--- src/rtl/serial_pkg.sv ---
// Shared types and defaults for the serial link blocks (PISO, SIPO, deserializer control).
package serial_pkg;

  typedef enum logic {
    IDLE  = 1'b0,
    SHIFT = 1'b1
  } state_t;

  localparam int   DEFAULT_WIDTH      = 4;
  localparam logic DEFAULT_IDLE_LEVEL = 1'b0;

endpackage

--- src/rtl/piso_serializer_if.sv ---
// Parallel word handshake in, qualified serial stream out.
interface piso_serializer_if
  import serial_pkg::*;
#(
  parameter int WIDTH = DEFAULT_WIDTH
);

  logic [WIDTH-1:0] din;
  logic             din_valid;
  logic             din_ready;
  logic             sdo;
  logic             sdo_valid;
  logic             done;

  modport master (
    output din, din_valid,
    input  din_ready, sdo, sdo_valid, done
  );

  modport slave (
    input  din, din_valid,
    output din_ready, sdo, sdo_valid, done
  );

endinterface

--- src/rtl/piso_bit_counter.sv ---
// Bits-remaining counter: loads WIDTH-1, counts down to 0 and holds there.
module piso_bit_counter #(
  parameter  int WIDTH = 4,
  localparam int CNT_W = $clog2(WIDTH)
) (
  input  logic             clk,
  input  logic             reset,
  input  logic             load,
  input  logic             dec,
  output logic [CNT_W-1:0] cnt,
  output logic             last
);

  always_ff @(posedge clk) begin
    if (reset) begin
      cnt <= '0;
    end else if (load) begin
      cnt <= CNT_W'(WIDTH - 1);
    end else if (dec && (cnt != '0)) begin
      cnt <= cnt - CNT_W'(1);
    end
  end

  assign last = (cnt == '0);

endmodule

--- src/rtl/piso_serializer.sv ---
// Parallel-in/serial-out transmitter feeding the downstream SIPO, with gapless word chaining.
module piso_serializer
  import serial_pkg::*;
#(
  parameter int   WIDTH      = DEFAULT_WIDTH,
  parameter bit   MSB_FIRST  = 1'b1,
  parameter logic IDLE_LEVEL = DEFAULT_IDLE_LEVEL
) (
  input  logic               clk,
  input  logic               reset,
  piso_serializer_if.slave   bus
);

  localparam int CNT_W = $clog2(WIDTH);

  state_t           state;
  state_t           state_next;
  logic [WIDTH-1:0] shreg_p1;
  logic             sdo_p1;
  logic             vld_p1;
  logic             done_p1;
  logic [CNT_W-1:0] cnt;
  logic             last;
  logic             ready;
  logic             accept;

  function automatic logic first_bit(input logic [WIDTH-1:0] w);
    return MSB_FIRST ? w[WIDTH-1] : w[0];
  endfunction

  // The bit that becomes current once w has been advanced by one position.
  function automatic logic next_bit(input logic [WIDTH-1:0] w);
    return MSB_FIRST ? w[WIDTH-2] : w[1];
  endfunction

  function automatic logic [WIDTH-1:0] advance(input logic [WIDTH-1:0] w);
    return MSB_FIRST ? (w << 1) : (w >> 1);
  endfunction

  piso_bit_counter #(.WIDTH(WIDTH)) u_cnt (
    .clk   (clk),
    .reset (reset),
    .load  (accept),
    .dec   ((state == SHIFT) && !last),
    .cnt   (cnt),
    .last  (last)
  );

  always_ff @(posedge clk) begin
    if (reset) begin
      state <= IDLE;
    end else begin
      state <= state_next;
    end
  end

  always_comb begin
    state_next = state;
    case (state)
      IDLE:    if (accept) state_next = SHIFT;
      SHIFT:   if (last && !accept) state_next = IDLE;
      default: state_next = IDLE;
    endcase
  end

  always_comb begin
    ready  = (state == IDLE) || ((state == SHIFT) && (cnt == '0));
    accept = bus.din_valid && ready;
  end

  // p0 -> p1: capture on accept, otherwise advance one bit per cycle while shifting
  always_ff @(posedge clk) begin
    if (reset) begin
      shreg_p1 <= '0;
      sdo_p1   <= IDLE_LEVEL;
      vld_p1   <= 1'b0;
      done_p1  <= 1'b0;
    end else begin
      done_p1 <= (state == SHIFT) && last;
      if (accept) begin
        shreg_p1 <= bus.din;
        sdo_p1   <= first_bit(bus.din);
        vld_p1   <= 1'b1;
      end else if ((state == SHIFT) && !last) begin
        shreg_p1 <= advance(shreg_p1);
        sdo_p1   <= next_bit(shreg_p1);
        vld_p1   <= 1'b1;
      end else if (state == SHIFT) begin
        sdo_p1 <= IDLE_LEVEL;
        vld_p1 <= 1'b0;
      end
    end
  end

  assign bus.din_ready = ready;
  assign bus.sdo       = sdo_p1;
  assign bus.sdo_valid = vld_p1;
  assign bus.done      = done_p1;

endmodule
--- src/flat_wrapper.sv ---
// flat-port wrapper written by rule: the top's interface ports become plain ports
module piso_serializer_flat import serial_pkg::*;
#(
  parameter int   WIDTH      = DEFAULT_WIDTH,
  parameter bit   MSB_FIRST  = 1'b1,
  parameter logic IDLE_LEVEL = DEFAULT_IDLE_LEVEL
)
  (clk, reset, bus_din, bus_din_valid, bus_din_ready, bus_sdo, bus_sdo_valid, bus_done);
  piso_serializer_if #(.WIDTH(WIDTH)) bus_i ();
  input  logic clk;
  input  logic reset;
  input wire logic [$bits(bus_i.din)-1:0] bus_din;
  input wire logic [$bits(bus_i.din_valid)-1:0] bus_din_valid;
  output wire logic [$bits(bus_i.din_ready)-1:0] bus_din_ready;
  output wire logic [$bits(bus_i.sdo)-1:0] bus_sdo;
  output wire logic [$bits(bus_i.sdo_valid)-1:0] bus_sdo_valid;
  output wire logic [$bits(bus_i.done)-1:0] bus_done;
  assign bus_i.din = bus_din;
  assign bus_i.din_valid = bus_din_valid;
  assign bus_din_ready = bus_i.din_ready;
  assign bus_sdo = bus_i.sdo;
  assign bus_sdo_valid = bus_i.sdo_valid;
  assign bus_done = bus_i.done;
  piso_serializer #(.WIDTH(WIDTH), .MSB_FIRST(MSB_FIRST), .IDLE_LEVEL(IDLE_LEVEL)) u_core (.clk(clk), .reset(reset), .bus(bus_i));
endmodule
--- config.mk ---
export PLATFORM = sky130hd
export DESIGN_NAME = piso_serializer_flat
export DESIGN_NICKNAME = d
export VERILOG_FILES = /design/src/rtl/serial_pkg.sv /design/src/rtl/piso_serializer_if.sv /design/src/rtl/piso_bit_counter.sv /design/src/rtl/piso_serializer.sv /design/src/flat_wrapper.sv
export SDC_FILE = /design/constraint.sdc
export NUM_CORES = 1
export LEC_CHECK = 0
export ABC_AREA = 1
export CAP_MARGIN = 10
export CORE_AREA = 3 3 40 42
export DETAILED_ROUTE_END_ITERATION = 8
export DIE_AREA = 0 0 43 45
export HOLD_SLACK_MARGIN = 0.06
export PLACE_DENSITY_LB_ADDON = 0.12
export SLEW_MARGIN = 30
export SYNTH_ARGS = -nofsm -noshare
export SYNTH_HDL_FRONTEND = slang
export SYNTH_HIERARCHICAL = 1
export SYNTH_SLANG_ARGS = --single-unit
--- constraint.sdc ---
create_clock -name clk -period 3.2 [get_ports clk]
set_input_delay 0.8 -clock clk [delete_from_list [all_inputs] [get_ports clk]]
set_output_delay 0.8 -clock clk [all_outputs]
set_load 0.01 [all_outputs]
# After elaboration in Yosys (flattened, before gate mapping)
# Index checks and enable logic that the tools add are counted.
# totals
word_cells,33
ff_bits,9
# op_classes
reduce_logical,13
bitwise_logic,1
add_sub_neg,1
n_mux,12
# op_table
operator,n
$mux 1,7
$mux 3,2
$reduce_bool 2->1,3
$logic_and 1x1->1,5
$mux 2,2
$reduce_bool 3->1,1
$logic_not 1->1,2
$logic_not 2->1,1
$pmux 1 s2,1
$sub 2x1->2 const B,1
$logic_or 1x1->1,1
$not 1->1,1

# Depth between registers and ports, before layout
# depth
word_depth,8
ltp_mapped,9
mapped_depth_nobuf,9

# Cells and area by module
# The synthesis kept the hierarchy.
# by_module_without_submodules
mod,area_per_inst_um2,instances,seq_area_each_um2,cells_each
piso_serializer,321.6,1,140.1,45
piso_bit_counter,113.9,1,40.0,17

# Least setup slack after synthesis
# Ideal clock, no wire load.
# synth_path
path_kind,register to output
startpoint,reg u_core.u_cnt.cnt[1]
endpoint,out bus_din_ready
arrival_time_ns,0.557
required_ns,2.400
path_slack_ns,1.843
path_stages_with_launch,2
path_cell_list,dfxtp_1 > o21ai_4
# synth_between
elab_chain_len,3
# synth_rtl
element,line_no,rtl
"start, declared",piso_bit_counter.sv:10,"output logic [CNT_W-1:0] cnt,"
"start signal, assigned",piso_bit_counter.sv:18,cnt <= CNT_W'(WIDTH - 1);
"start signal, assigned",piso_bit_counter.sv:20,cnt <= cnt - CNT_W'(1);
$logic_not 2->1,piso_serializer.sv:67,ready = (state == IDLE) || ((state == SHIFT) && (cnt == '0));
$logic_and 1x1->1,piso_serializer.sv:67,
$logic_or 1x1->1,piso_serializer.sv:67,
"end, declared",flat_wrapper.sv:14,output wire logic [$bits(bus_i.din_ready)-1:0] bus_din_ready;
# Every way passes these cells.

# Worst setup path in the final report
# Same ends and word-level chain as after synthesis.

==> impl_metrics.json <==
{
  "status": "complete, no violations",
  "drv_slew": 0,
  "clock_sinks": 9,
  "finClkSkew_ns": 0.00677,
  "hold_buffers": 0,
  "drt_first_iter_violations": 8,
  "insertion_delay_ns": 0.26,
  "cts_resized": 0,
  "p_seq_frac": 0.470,
  "synth-compound-area-share": 0.121,
  "die_y_um": 45,
  "postCtsSetupBuffers": 0,
  "finalSetupViolations": 0,
  "p_switching_mw": 0.0798,
  "end_kind": "output port",
  "first_pass_iters": 4,
  "worstPathRequired_ns": 2.40,
  "antenna_left": 0,
  "min_from": "u_core/shreg_p1[0]",
  "worstSetupPathType": "flip-flop to output port",
  "slew_headroom": 0.781,
  "cts-htree-levels": 1,
  "rows": 13,
  "rrSetupSlack_ns": 1.86,
  "synth-simple-area-share": 0.333,
  "final_area_um2": 581,
  "synth.distinct_cells": 12,
  "max-cap-violations": 0,
  "reg2regPathDepth": 9,
  "pwr-share-comb": 0.223,
  "root_buffer": "clkbuf_4",
  "muxShareOfSynthArea": 0,
  "synth_top_area_share": 0.414,
  "critPathLaunchType": "flip-flop",
  "finalWorstSetupSlack_ns": 0.998,
  "grt_util_all_layers": 0.0984,
  "layout.nets": 85,
  "clock_path_buffers": 2,
  "synth_xor_area_frac": 0,
  "worstMarginPinSlew_ns": 0.327,
  "clkSlewWorstSetupHoldPaths_ns": 0.06,
  "p_int_mw": 0.201,
  "grt_pass1_wl_mm": 1.36,
  "drc_errors": 0,
  "drive_gt1_frac": 0.132,
  "holdPathEnd": "u_core/shreg_p1[0]",
  "vias": 404,
  "grt_max_degree": 10,
  "synth_top_area_cell": "dfxtp_1",
  "hp-class": "flip-flop to flip-flop",
  "dieArea_um2": 1940,
  "place_hpwl_um": 652,
  "coreArea_um2": 1280,
  "globalplace.congestion": 0.767,
  "cts_made_buffers": 3,
  "drt-vias-per-instance": 4.44,
  "tritoncts": "built",
  "dpl-instance-area_um2": 554,
  "switching_share": 0.285,
  "leakage_nw": 0.275,
  "final.period_utilization": 0.688,
  "pwr-share-clk": 0.306,
  "max-vdd-ir-drop_uv": 299,
  "io_pins": 11,
  "hold_path_depth": 2,
  "diodes": 0,
  "fin_hold_ws_ns": 0.479,
  "syn_to_final_growth_pct": 33.3,
  "syn-num-nets": 70,
  "initial_core_util": 0.339,
  "synthTopCellsByArea": "dfxtp_1 41%, nand2_1 15%, nand3_1 9.2%",
  "synth_top_family_by_area": "simple AND/OR/NAND/NOR gates",
  "die_w_um": 43,
  "final-hold-violation-count": 0,
  "max_freq_mhz": 454,
  "cellPowerDensity_nw_per_um2": 483,
  "rsz0062_at_grt": "false",
  "antenna_found_initial": 0,
  "port_buffers": 10,
  "synthesis.instances": 62,
  "syn_area_um2": 435,
  "grt_pass1_vias": 339,
  "grt.overflow.total": 0,
  "critPathMaxFanout": 5,
  "drt-total-wl_um": 851,
  "worstReg2RegEnd": "u_core/u_cnt/cnt[0]",
  "wl_per_cell_um": 9.35,
  "synth-seq-cells": 9,
  "period_needed_ns": 2.20,
  "synth_seq_area_share": 0.414,
  "crit-reg2reg-launch": "u_core/u_cnt/cnt[0]",
  "syn_avg_cell_area_um2": 7.02,
  "synth_adder_area_share": 0.0287,
  "worst_ep_arrival_time_ns": 1.40,
  "setup_tns_ns": 0,
  "yosysWarnings": 6,
  "place_ws_ns": 1.23
}
## power by group through the flow
stage,clock network [mW],registers [mW],logic [mW]
global placement,0,0.134,0.0629
global route,0.0952,0.133,0.0715
finish,0.0859,0.132,0.0626
floorplan,0,0.134,0.0377
CTS,0.0906,0.132,0.0637
detailed placement,0,0.134,0.0634
## final cells by class
cell class	count	area, µm²
fill	142	704
sequential	9	180
timing repair buffer	10	100
inverter	12	45.0
clock buffer	4	26.3
multi-input combinational	41	210
tap	15	18.8
## worst max path at each step
stage                        startpoint                  end  slack (ns)  cells past startpoint
CTS                 u_core/u_cnt/cnt[1]        bus_din_ready        0.98                      2
global route        u_core/u_cnt/cnt[1]        bus_din_ready        0.94                      2
floorplan           u_core/u_cnt/cnt[1]        bus_din_ready        1.84                      1
detailed placement        bus_din_valid  u_core/u_cnt/cnt[0]        1.23                      7
global placement          bus_din_valid  u_core/u_cnt/cnt[0]        1.25                      7
finish              u_core/u_cnt/cnt[1]        bus_din_ready         1.0                      2
## worst max-delay path: stages (launching register included)
cell and delay (ns):
dfxtp_1 0.34, o21ai_4 0.23, clkdlybuf4s50_1 0.57
## kinds of logic after synthesis
kind of cell / Yosys count
adders and majority gates: 1
AOI/OAI and AO/OA: 8
and+or+nand+nor: 32
DFF: 9
buffers and inverters: 12
## metrics by stage
| step | std cells | utilization | total power, mW |
|---|---|---|---|
| finish | 91 | 0.452 | 0.280 |
| global route | 91 | 0.452 | 0.300 |
| CTS | 91 | 0.452 | 0.286 |
| detailed placement | 87 | 0.431 | 0.198 |
| global placement | 87 | 0.431 | 0.197 |
| floorplan | 62 | - | 0.172 |
## routing by layer
layer,global-route usage,vias up,share of wire
met3,0.0637,2,0.076
met1,0.116,174,0.48
met5,0,-,0
li1,-,219,-
met2,0.144,9,0.43
met4,0.0361,0,0.011
## cell usage in the layout (no fill, tap or decap)
cell / count
inv_2: 2
nand2_2: 3
a31oi_1: 1
ha_1: 1
clkbuf_1: 1
nand2_1: 17
dfxtp_1: 9
clkdlybuf4s50_1: 10
nor2_1: 3
o21ai_4: 1
nand2_4: 1
inv_1: 10
clkbuf_4: 3
a21oi_1: 6
nand3_1: 8
## sequential cells by signal, indices dropped and copies added, names as in the netlist
| register | flops |
|---|---|
| u_core/bus.done | 1 |
| u_core/bus.sdo | 1 |
| u_core/bus.sdo_valid | 1 |
| u_core/shreg_p1 | 3 |
| u_core/state | 1 |
| u_core/u_cnt/cnt | 2 |
## cell usage after synthesis
| cell type | number |
|---|---|
| inv_1 | 10 |
| a21oi_1 | 6 |
| nand3_1 | 8 |
| nor2_1 | 3 |
| nand2_4 | 1 |
| dfxtp_1 | 9 |
| o21ai_4 | 1 |
| a31oi_1 | 1 |
| nand2_2 | 3 |
| inv_2 | 2 |
| nand2_1 | 17 |
| ha_1 | 1 |
Note: power is estimated with default switching activity, not from simulation.
